`src/rtl/ws2812_pkg.sv`:
```
// Shared types, default timing and helpers for the WS2812 frame streamer.
// Default timing assumes a 10 MHz clock (100 ns per cycle).
package ws2812_pkg;

  typedef enum logic [2:0] {
    ST_IDLE  = 3'd0,
    ST_FETCH = 3'd1,
    ST_LOAD  = 3'd2,
    ST_SEND  = 3'd3,
    ST_LATCH = 3'd4,
    ST_DONE  = 3'd5
  } ws2812_state_t;

  // 0.4 us / 0.8 us high, 1.3 us bit period, 60 us latch at 10 MHz
  localparam int WS2812_T0H_CYC   = 4;
  localparam int WS2812_T1H_CYC   = 8;
  localparam int WS2812_BIT_CYC   = 13;
  localparam int WS2812_LATCH_CYC = 600;

  // High-time of a bit cell, selected by the bit value
  function automatic int ws2812_high_cyc(input logic bit_v, input int t0h, input int t1h);
    return bit_v ? t1h : t0h;
  endfunction

endpackage

```
`src/rtl/ws2812_bit_timer.sv`:
```
// Bit-cell timer: counts BIT_CYC cycles per bit, flags the first and last
// cycle of each cell and tells the parent whether the line should be high
// in the next cycle of the same cell.
module ws2812_bit_timer
  import ws2812_pkg::*;
#(
  parameter int T0H_CYC = WS2812_T0H_CYC,
  parameter int T1H_CYC = WS2812_T1H_CYC,
  parameter int BIT_CYC = WS2812_BIT_CYC
) (
  input  logic clk,
  input  logic rst,
  input  logic en_i,
  input  logic bit_i,
  output logic bit_first_o,
  output logic bit_last_o,
  output logic hi_next_o
);

  localparam int CW = $clog2(BIT_CYC);

  logic [CW-1:0] cnt_q;
  logic [CW-1:0] cnt_d;

  assign bit_first_o = en_i && (cnt_q == '0);
  assign bit_last_o  = en_i && (cnt_q == CW'(BIT_CYC - 1));
  // dout is registered, so the decision is made one cycle ahead
  assign hi_next_o   = (int'(cnt_q) + 1) < ws2812_high_cyc(bit_i, T0H_CYC, T1H_CYC);

  // Next cell position: hold at zero while disabled, wrap at the end of a cell
  always_comb begin
    cnt_d = cnt_q;
    if (!en_i) begin
      cnt_d = '0;
    end else if (bit_last_o) begin
      cnt_d = '0;
    end else begin
      cnt_d = cnt_q + CW'(1);
    end
  end

  // Cell position register
  always_ff @(posedge clk) begin
    if (rst) begin
      cnt_q <= '0;
    end else begin
      cnt_q <= cnt_d;
    end
  end

endmodule

```
`src/rtl/ws2812_frame_streamer.sv`:
```
// WS2812 frame streamer: reads NUM_BYTES bytes from a synchronous RAM and
// serialises them MSB-first with NRZ bit timing, then holds the line low
// for the latch interval and pulses done.
// Optional macro WS2812_LOOP_EN: restart the frame from byte 0 after every
// DONE (continuous refresh, only rst stops it).
module ws2812_frame_streamer
  import ws2812_pkg::*;
#(
  parameter int ADDR_W    = 8,
  parameter int NUM_BYTES = 24,
  parameter int T0H_CYC   = WS2812_T0H_CYC,
  parameter int T1H_CYC   = WS2812_T1H_CYC,
  parameter int BIT_CYC   = WS2812_BIT_CYC,
  parameter int LATCH_CYC = WS2812_LATCH_CYC
) (
  input  logic              clk,
  input  logic              rst,
  input  logic              start,
  output logic [ADDR_W-1:0] ram_addr,
  input  logic [7:0]        ram_data,
  output logic              dout,
  output logic              busy,
  output logic              done
);

  localparam int BW = ADDR_W + 1;
  localparam int LW = $clog2(LATCH_CYC + 1);
  localparam logic [BW-1:0] LAST_BYTE = BW'(NUM_BYTES - 1);

  ws2812_state_t     state_q;
  logic [BW-1:0]     byte_q;
  logic [2:0]        bit_q;
  logic [7:0]        shift_q;
  logic [7:0]        next_q;
  logic [ADDR_W-1:0] addr_q;
  logic              pf_addr_q;
  logic              pf_cap_q;
  logic [LW-1:0]     lat_q;
  logic              dout_q;
  logic              busy_q;
  logic              done_q;

  logic bit_first_s;
  logic bit_last_s;
  logic hi_next_s;
  logic last_byte_s;

  assign last_byte_s = (byte_q == LAST_BYTE);
  assign ram_addr    = addr_q;
  assign dout        = dout_q;
  assign busy        = busy_q;
  assign done        = done_q;

  ws2812_bit_timer #(
    .T0H_CYC (T0H_CYC),
    .T1H_CYC (T1H_CYC),
    .BIT_CYC (BIT_CYC)
  ) u_bit_timer (
    .clk         (clk),
    .rst         (rst),
    .en_i        (state_q == ST_SEND),
    .bit_i       (shift_q[7]),
    .bit_first_o (bit_first_s),
    .bit_last_o  (bit_last_s),
    .hi_next_o   (hi_next_s)
  );

  // Frame sequencer with registered line, address, busy and done outputs
  always_ff @(posedge clk) begin
    if (rst) begin
      state_q   <= ST_IDLE;
      byte_q    <= '0;
      bit_q     <= 3'd0;
      shift_q   <= 8'h00;
      next_q    <= 8'h00;
      addr_q    <= '0;
      pf_addr_q <= 1'b0;
      pf_cap_q  <= 1'b0;
      lat_q     <= '0;
      dout_q    <= 1'b0;
      busy_q    <= 1'b0;
      done_q    <= 1'b0;
    end else begin
      done_q    <= 1'b0;
      pf_addr_q <= 1'b0;
      // RAM data for a prefetched address arrives one cycle after the address
      pf_cap_q  <= pf_addr_q;
      case (state_q)
        ST_IDLE: begin
          dout_q <= 1'b0;
          addr_q <= '0;
          if (start) begin
            state_q <= ST_FETCH;
            busy_q  <= 1'b1;
            byte_q  <= '0;
            bit_q   <= 3'd0;
          end
        end
        ST_FETCH: begin
          state_q <= ST_LOAD;
        end
        ST_LOAD: begin
          shift_q <= ram_data;
          // Every bit cell opens with a high phase
          dout_q  <= 1'b1;
          state_q <= ST_SEND;
        end
        ST_SEND: begin
          if (bit_first_s && (bit_q == 3'd7) && !last_byte_s) begin
            addr_q    <= addr_q + ADDR_W'(1);
            pf_addr_q <= 1'b1;
          end
          if (pf_cap_q) begin
            next_q <= ram_data;
          end
          if (bit_last_s) begin
            if (bit_q == 3'd7) begin
              bit_q <= 3'd0;
              if (last_byte_s) begin
                state_q <= ST_LATCH;
                dout_q  <= 1'b0;
                lat_q   <= '0;
              end else begin
                byte_q  <= byte_q + BW'(1);
                // Very short bit cells can land the capture on this same edge
                shift_q <= pf_cap_q ? ram_data : next_q;
                dout_q  <= 1'b1;
              end
            end else begin
              bit_q   <= bit_q + 3'd1;
              shift_q <= {shift_q[6:0], 1'b0};
              dout_q  <= 1'b1;
            end
          end else begin
            dout_q <= hi_next_s;
          end
        end
        ST_LATCH: begin
          dout_q <= 1'b0;
          if (lat_q == LW'(LATCH_CYC - 1)) begin
            state_q <= ST_DONE;
            done_q  <= 1'b1;
          end else begin
            lat_q <= lat_q + LW'(1);
          end
        end
        ST_DONE: begin
          lat_q  <= '0;
          addr_q <= '0;
          byte_q <= '0;
          bit_q  <= 3'd0;
`ifdef WS2812_LOOP_EN
          state_q <= ST_FETCH;
`else
          state_q <= ST_IDLE;
          busy_q  <= 1'b0;
`endif
        end
        default: begin
          state_q <= ST_IDLE;
          dout_q  <= 1'b0;
          busy_q  <= 1'b0;
        end
      endcase
    end
  end

endmodule

```
`config.mk`:
```
export PLATFORM = sky130hd
export DESIGN_NAME = ws2812_frame_streamer
export DESIGN_NICKNAME = d
export VERILOG_FILES = /design/src/rtl/ws2812_pkg.sv /design/src/rtl/ws2812_bit_timer.sv /design/src/rtl/ws2812_frame_streamer.sv
export SDC_FILE = /design/constraint.sdc
export NUM_CORES = 1
export LEC_CHECK = 0
export ABC_AREA = 0
export ABC_CLOCK_PERIOD_IN_PS = 2500
export CAP_MARGIN = 10
export CORE_ASPECT_RATIO = 0.7
export CORE_MARGIN = 1
export CORE_UTILIZATION = 45
export DETAILED_ROUTE_END_ITERATION = 7
export HOLD_SLACK_MARGIN = 0.15
export PLACE_DENSITY = 0.69
export RECOVER_POWER = 50
export SYNTH_ARGS = -nofsm -noshare
export SYNTH_HDL_FRONTEND = slang
export SYNTH_HIERARCHICAL = 1
export SYNTH_SLANG_ARGS = --single-unit
```
`constraint.sdc`:
```
create_clock -name clk -period 2.5 [get_ports clk]
set_input_delay 0.625 -clock clk [delete_from_list [all_inputs] [get_ports clk]]
set_output_delay 0.625 -clock clk [all_outputs]
set_load 0.05 [all_outputs]
```
# == Yosys cells after proc, flatten, opt, wreduce, memory -nomap -nowiden ==
# Cells that the tools add are included.
# totals
input_bits,11
word_cells,101
latch_bits,0
reg_bits,58
output_inout_bits,11
ramBits,0
mem_count,0
rom_bits,0
# classes
n_eq_ne,18
muxes,36
div_mod_pow,0
multipliers,0
n_addsub,6
order_cmp,1
shifts,0
reduce_logical,24
bitwise_logic,3
# op_table
operator,n
10-bit two-way mux,4
8-bit two-way mux,5
9-bit two-way mux,4
32-bit less-than comparator,1
8-bit one-hot mux with 2 select lines,2
10-bit one-hot mux with 3 select lines,1
9-bit one-hot mux with 3 select lines,1
3-bit two-way mux,8
2-bit != test (second input constant),8
3-bit one-hot mux with 5 select lines,1
5-bit AND reduction,3
10-bit by 1-bit adder with 10-bit output (second input constant),1
10-bit equality test (second input constant),1
9-bit by 1-bit adder with 9-bit output (second input constant),1
3-bit equality test (second input constant),3
9-bit by 5-bit equality test with 1-bit output (second input constant),1
3-bit one-hot mux with 3 select lines,1
8-bit by 1-bit adder with 8-bit output (second input constant),1
2-bit OR reduction,4
3-bit by 2-bit equality test with 1-bit output (second input constant),2
1-bit two-way mux,6
3-bit AND reduction,2
3-bit nonzero test,2
4-bit by 1-bit adder with 5-bit output (second input constant),1
17 further kinds,24

# == Logic depth before layout (Yosys ltp) ==
# logic_depth
ltp_word,6
depth_mapped,11
mapped_depth_nobuf,8

# == Modules after synthesis ==
# The synthesis kept the hierarchy.
# by_module_without_submodules
mod,area_per_inst_um2,n_inst,cells_per_inst
ws2812_frame_streamer,2825.2,1,326
ws2812_bit_timer,247.7,1,29

# == Worst setup path before layout ==
# No wires, ideal clock.
# synth_timing
path_type,reg-to-reg
startpoint,register state_q[2]
endpoint,register byte_q[7]
n_path_buf,3
stages_incl_launch_ff,12
arrival_time_ns,2.377
period_less_slack_ns,2.449
path_slack_ns,0.051
cell_sequence,dfxtp_1 buf_2 nand3b_4 inv_1 clkbuf_1 nand2_1 nor2_1 and4b_1 nor3_1 buf_2 a2111oi_2 mux2i_1
# synth_between
elab_chain_len,4
word_cells_on_any_way,11
classes_between,6 x eq/ne; 1 x mux; 4 x reduce/logical
# synth_rtl
element,line,rtl
start: declaration,ws2812_frame_streamer.sv:30,ws2812_state_t state_q;
start signal: assignment,ws2812_frame_streamer.sv:71,state_q <= ST_IDLE;
start signal: assignment,ws2812_frame_streamer.sv:93,state_q <= ST_FETCH;
start signal: assignment,ws2812_frame_streamer.sv:100,state_q <= ST_LOAD;
3-bit by 2-bit equality test with 1-bit output,ws2812_frame_streamer.sv:61,".en_i (state_q == ST_SEND),"
1-bit logical AND,ws2812_bit_timer.sv:26,assign bit_last_o = en_i && (cnt_q == CW'(BIT_CYC - 1));
named net bit_last_s,ws2812_frame_streamer.sv:44,logic bit_last_s;
2-bit != test (no source line),--,
5-bit AND reduction (no source line),--,
end signal: assignment,ws2812_frame_streamer.sv:124,byte_q <= byte_q + BW'(1);
end: declaration,ws2812_frame_streamer.sv:31,logic [BW-1:0] byte_q;
# The timed path passes the listed nets, and every way through them passes these cells.
# A chain may end at the register's enable or synchronous reset.

# == Final worst setup path ==
# layout_timing
startpoint,register addr_q[1] (netlist: ram_addr[1])
endpoint,output ram_addr[1]
# layout_lines
element,line,rtl
start: declaration,ws2812_frame_streamer.sv:35,logic [ADDR_W-1:0] addr_q;
start signal: assignment,ws2812_frame_streamer.sv:110,addr_q <= addr_q + ADDR_W'(1);
end: declaration,ws2812_frame_streamer.sv:19,"output logic [ADDR_W-1:0] ram_addr,"
# No word-level cell between the ends.

==> metrics.txt <==
CTS Hold Bufs 0; Post-DP Area roughly 3400 sq um; CP Cell Sequence clkdlybuf4s50_1; die area between 7000 and 8000 sq um; Hold Vio Cnt, Final 0; post-DR vias/cell 5.639; Final setup violation count 0; dpl ws around 42 ps; largest net degree at the start of global routing 20; die width just over 100 microns; DRT Pass-1 Iters 5; worst reg2reg startpoint u_bit_timer/cnt_q[1]; syn avg cell area just under 9 sq um; Worst EP arrival 1620 ps; global-route wire length before repair roughly 12000 microns; residual DRC count 0; number of buffers created by CTS 9; global route overflow 0; Finished Layout Cells around 480; Hold WS roughly 460 ps; reg-to-reg slack, setup 320 ps; # placed instances 460; top-count cell post-synth dfxtp_1; Commonest cells post-synth 58 x dfxtp_1, 50 x nand2_1, 27 x a21oi_1, 21 x nor2_1, 16 x nand3_1; final setup TNS 0 ps; DRT iter0 DRCs around 170; hold path start next_q[5]; most used flip-flop cell after synthesis dfxtp_1; Syn Inst Count 355; die height a little over 70 microns; unrepaired setup endpoints after global routing no; vias in the first global route approximately 2.4k; WHS Endpoint next_q[5]; # IOs 22; fmax about 450 MHz; fill count between 500 and 600; layout cells sized above 1 10.91%; crit path max-delay cell type clkdlybuf4s50_1; Post-CTS Resized 0; hold path depth 2; total number of yosys warnings 6; clock-pin slew on the worst setup and hold paths around 70 ps; WL/cell ~14 microns; Peak VDD IR between 0.3 and 0.4 mV; element type at the critical path start flop; Root Buffer clkbuf_8; register area share after synthesis between 30% and 40%; Most Used Layer, Global Route met1; FFs w/ async S/R, synth 0%; I/O Buffers 21; via count 2684; HPWL Detailed ~4800 microns; CP top delay family buffers and inverters; worst-margin pin slew 882.0 ps; WS Path Type reg -> out; Final Routed Wirelength 6820 microns; Tcrit/Tclk final 89.65%; initial antenna violation count 0; Worst EP required roughly 1900 ps; number of max-cap violations 0; PD cells between 600 and 700 nW/um^2; Netlist cell types 62; GRT Util Overall 21.17%; Tmin final roughly 2200 ps; Final Net Count around 400; Post-CTS Setup Bufs 0; number of flops mapped to enable cells by yosys 0; initial core utilization about half; Slew headroom ~41%; Synthesized Nets around 370; gp weighted congestion 0.7948; clock latency on the worst-skew pair about 340 ps; placeable core region 6396 sq um; CP Capture Type output pin; design area 3625 sq um; biggest area consumer among synthesized cells dfxtp_1; area grow syn2layout 17.96%; dominant cells by area after synthesis dfxtp_1 38%, nand2_1 6.1%, a21oi_1 4.4%; H-tree depth 3; reg2reg end byte_q[8]; Largest stage delay, worst path around 850 ps; outcome finished clean; met3 usage in global routing slightly below 6%; Antenna Nets Post-Route 0; Setup Skew slightly below 10 ps; CP bufs+invs 1; Critical Path Fanout Max 6; final worst slack about 260 ps; Hold Crit Class reg -> reg; CTS Buffer Depth 2; GR Layer Usage met2 between 20 and 30%; Mapped Area 3073 sq um; Register-to-Register Path Depth 9; synthesized flop and latch total 58; final max-slew violation count 0; clock tree sinks 58; ant diodes 0; Site Rows 24; Pleak roughly 1.3 nW; met1 usage 32.15%; CTS tree yes; share of the synthesized area in the top cell type approximately 38%
[placed cells by master (no fill, tap or decap), types with 7 or more instances in the layout]
cell,instances
a22o_1,8
inv_1,12
dfxtp_1,58
a22oi_1,10
nand3_1,16
clkdlybuf4s50_1,19
a21oi_1,27
nand2b_1,8
nand2_1,50
nor2_1,21
ha_1,8
clkbuf_8,9
buf_4,14
a311oi_1,7
mux2i_1,10
[state kept, by name, indices dropped and copies added, names as in the netlist, 3 cells and up]
name,flops
ram_addr,8
lat_q,10
state_q,3
byte_q,9
bit_q,3
u_bit_timer/cnt_q,4
shift_q,8
next_q,8
[cell families (layout without fill, tap and decap cells)]
| kind of cell | Yosys count | in the layout | share of synthesized area [%] |
|---|---|---|---|
| adders and majority gates | 8 | 8 | 3.257 |
| and+or+nand+nor | 141 | 141 | 25.00 |
| AOI/OAI and AO/OA | 93 | 93 | 22.39 |
| muxes | 11 | 11 | 3.746 |
| DFF | 58 | 58 | 37.78 |
| xor gates and xnor gates | 9 | 9 | 2.565 |
| buffers and inverters | 35 | 65 | 5.252 |
[per-stage QoR]
| stage | util, % | power, W |
|---|---|---|
| finish | 56.67 | 0.002207 |
| detailed placement | 53.11 | 0.001191 |
| global placement | 53.11 | 0.001187 |
| global route | 56.67 | 0.002298 |
| CTS | 56.75 | 0.002223 |
| floorplan | - | 0.001121 |
[per-layer routing]
metal | wire length (microns) | up-vias
li1 | - | 1354
met5 | 0 | -
met2 | 2679 | 51
met4 | 91 | 0
met1 | 3740 | 1270
met3 | 309 | 9
[power breakdown]
| part | switching, W | internal, W |
|---|---|---|
| Combinational | 0.000126 | 0.0000869 |
| Sequential | 0.0000133 | 0.000945 |
| Clock | 0.000379 | 0.000657 |
| Total | 0.000518 | 0.00169 |
[layout make-up]
class	instances	area, sq um	area share [%]
Clock buffer	10	127.6	3.521
Clock inverter	6	105.1	2.900
Inverter	13	48.80	1.346
Multi-Input combinational cell	262	1749	48.26
Sequential cell	58	1161	32.03
Tap cell	91	113.9	3.141
Timing Repair Buffer	36	319.1	8.802
[worst max-delay path by stage]
stage	slack (ps)	startpoint	cells after the start	endpoint
6_report	260	ram_addr[1]	1	ram_addr[1]
5_1_grt	90	u_bit_timer/cnt_q[0]	9	byte_q[8]
4_1_cts	250	ram_addr[1]	1	ram_addr[1]
3_5_place_dp	40	start	6	byte_q[8]
3_3_place_gp	80	start	6	byte_q[8]
2_1_floorplan	50	state_q[2]	11	byte_q[7]
(Power assumes the default switching activity.)
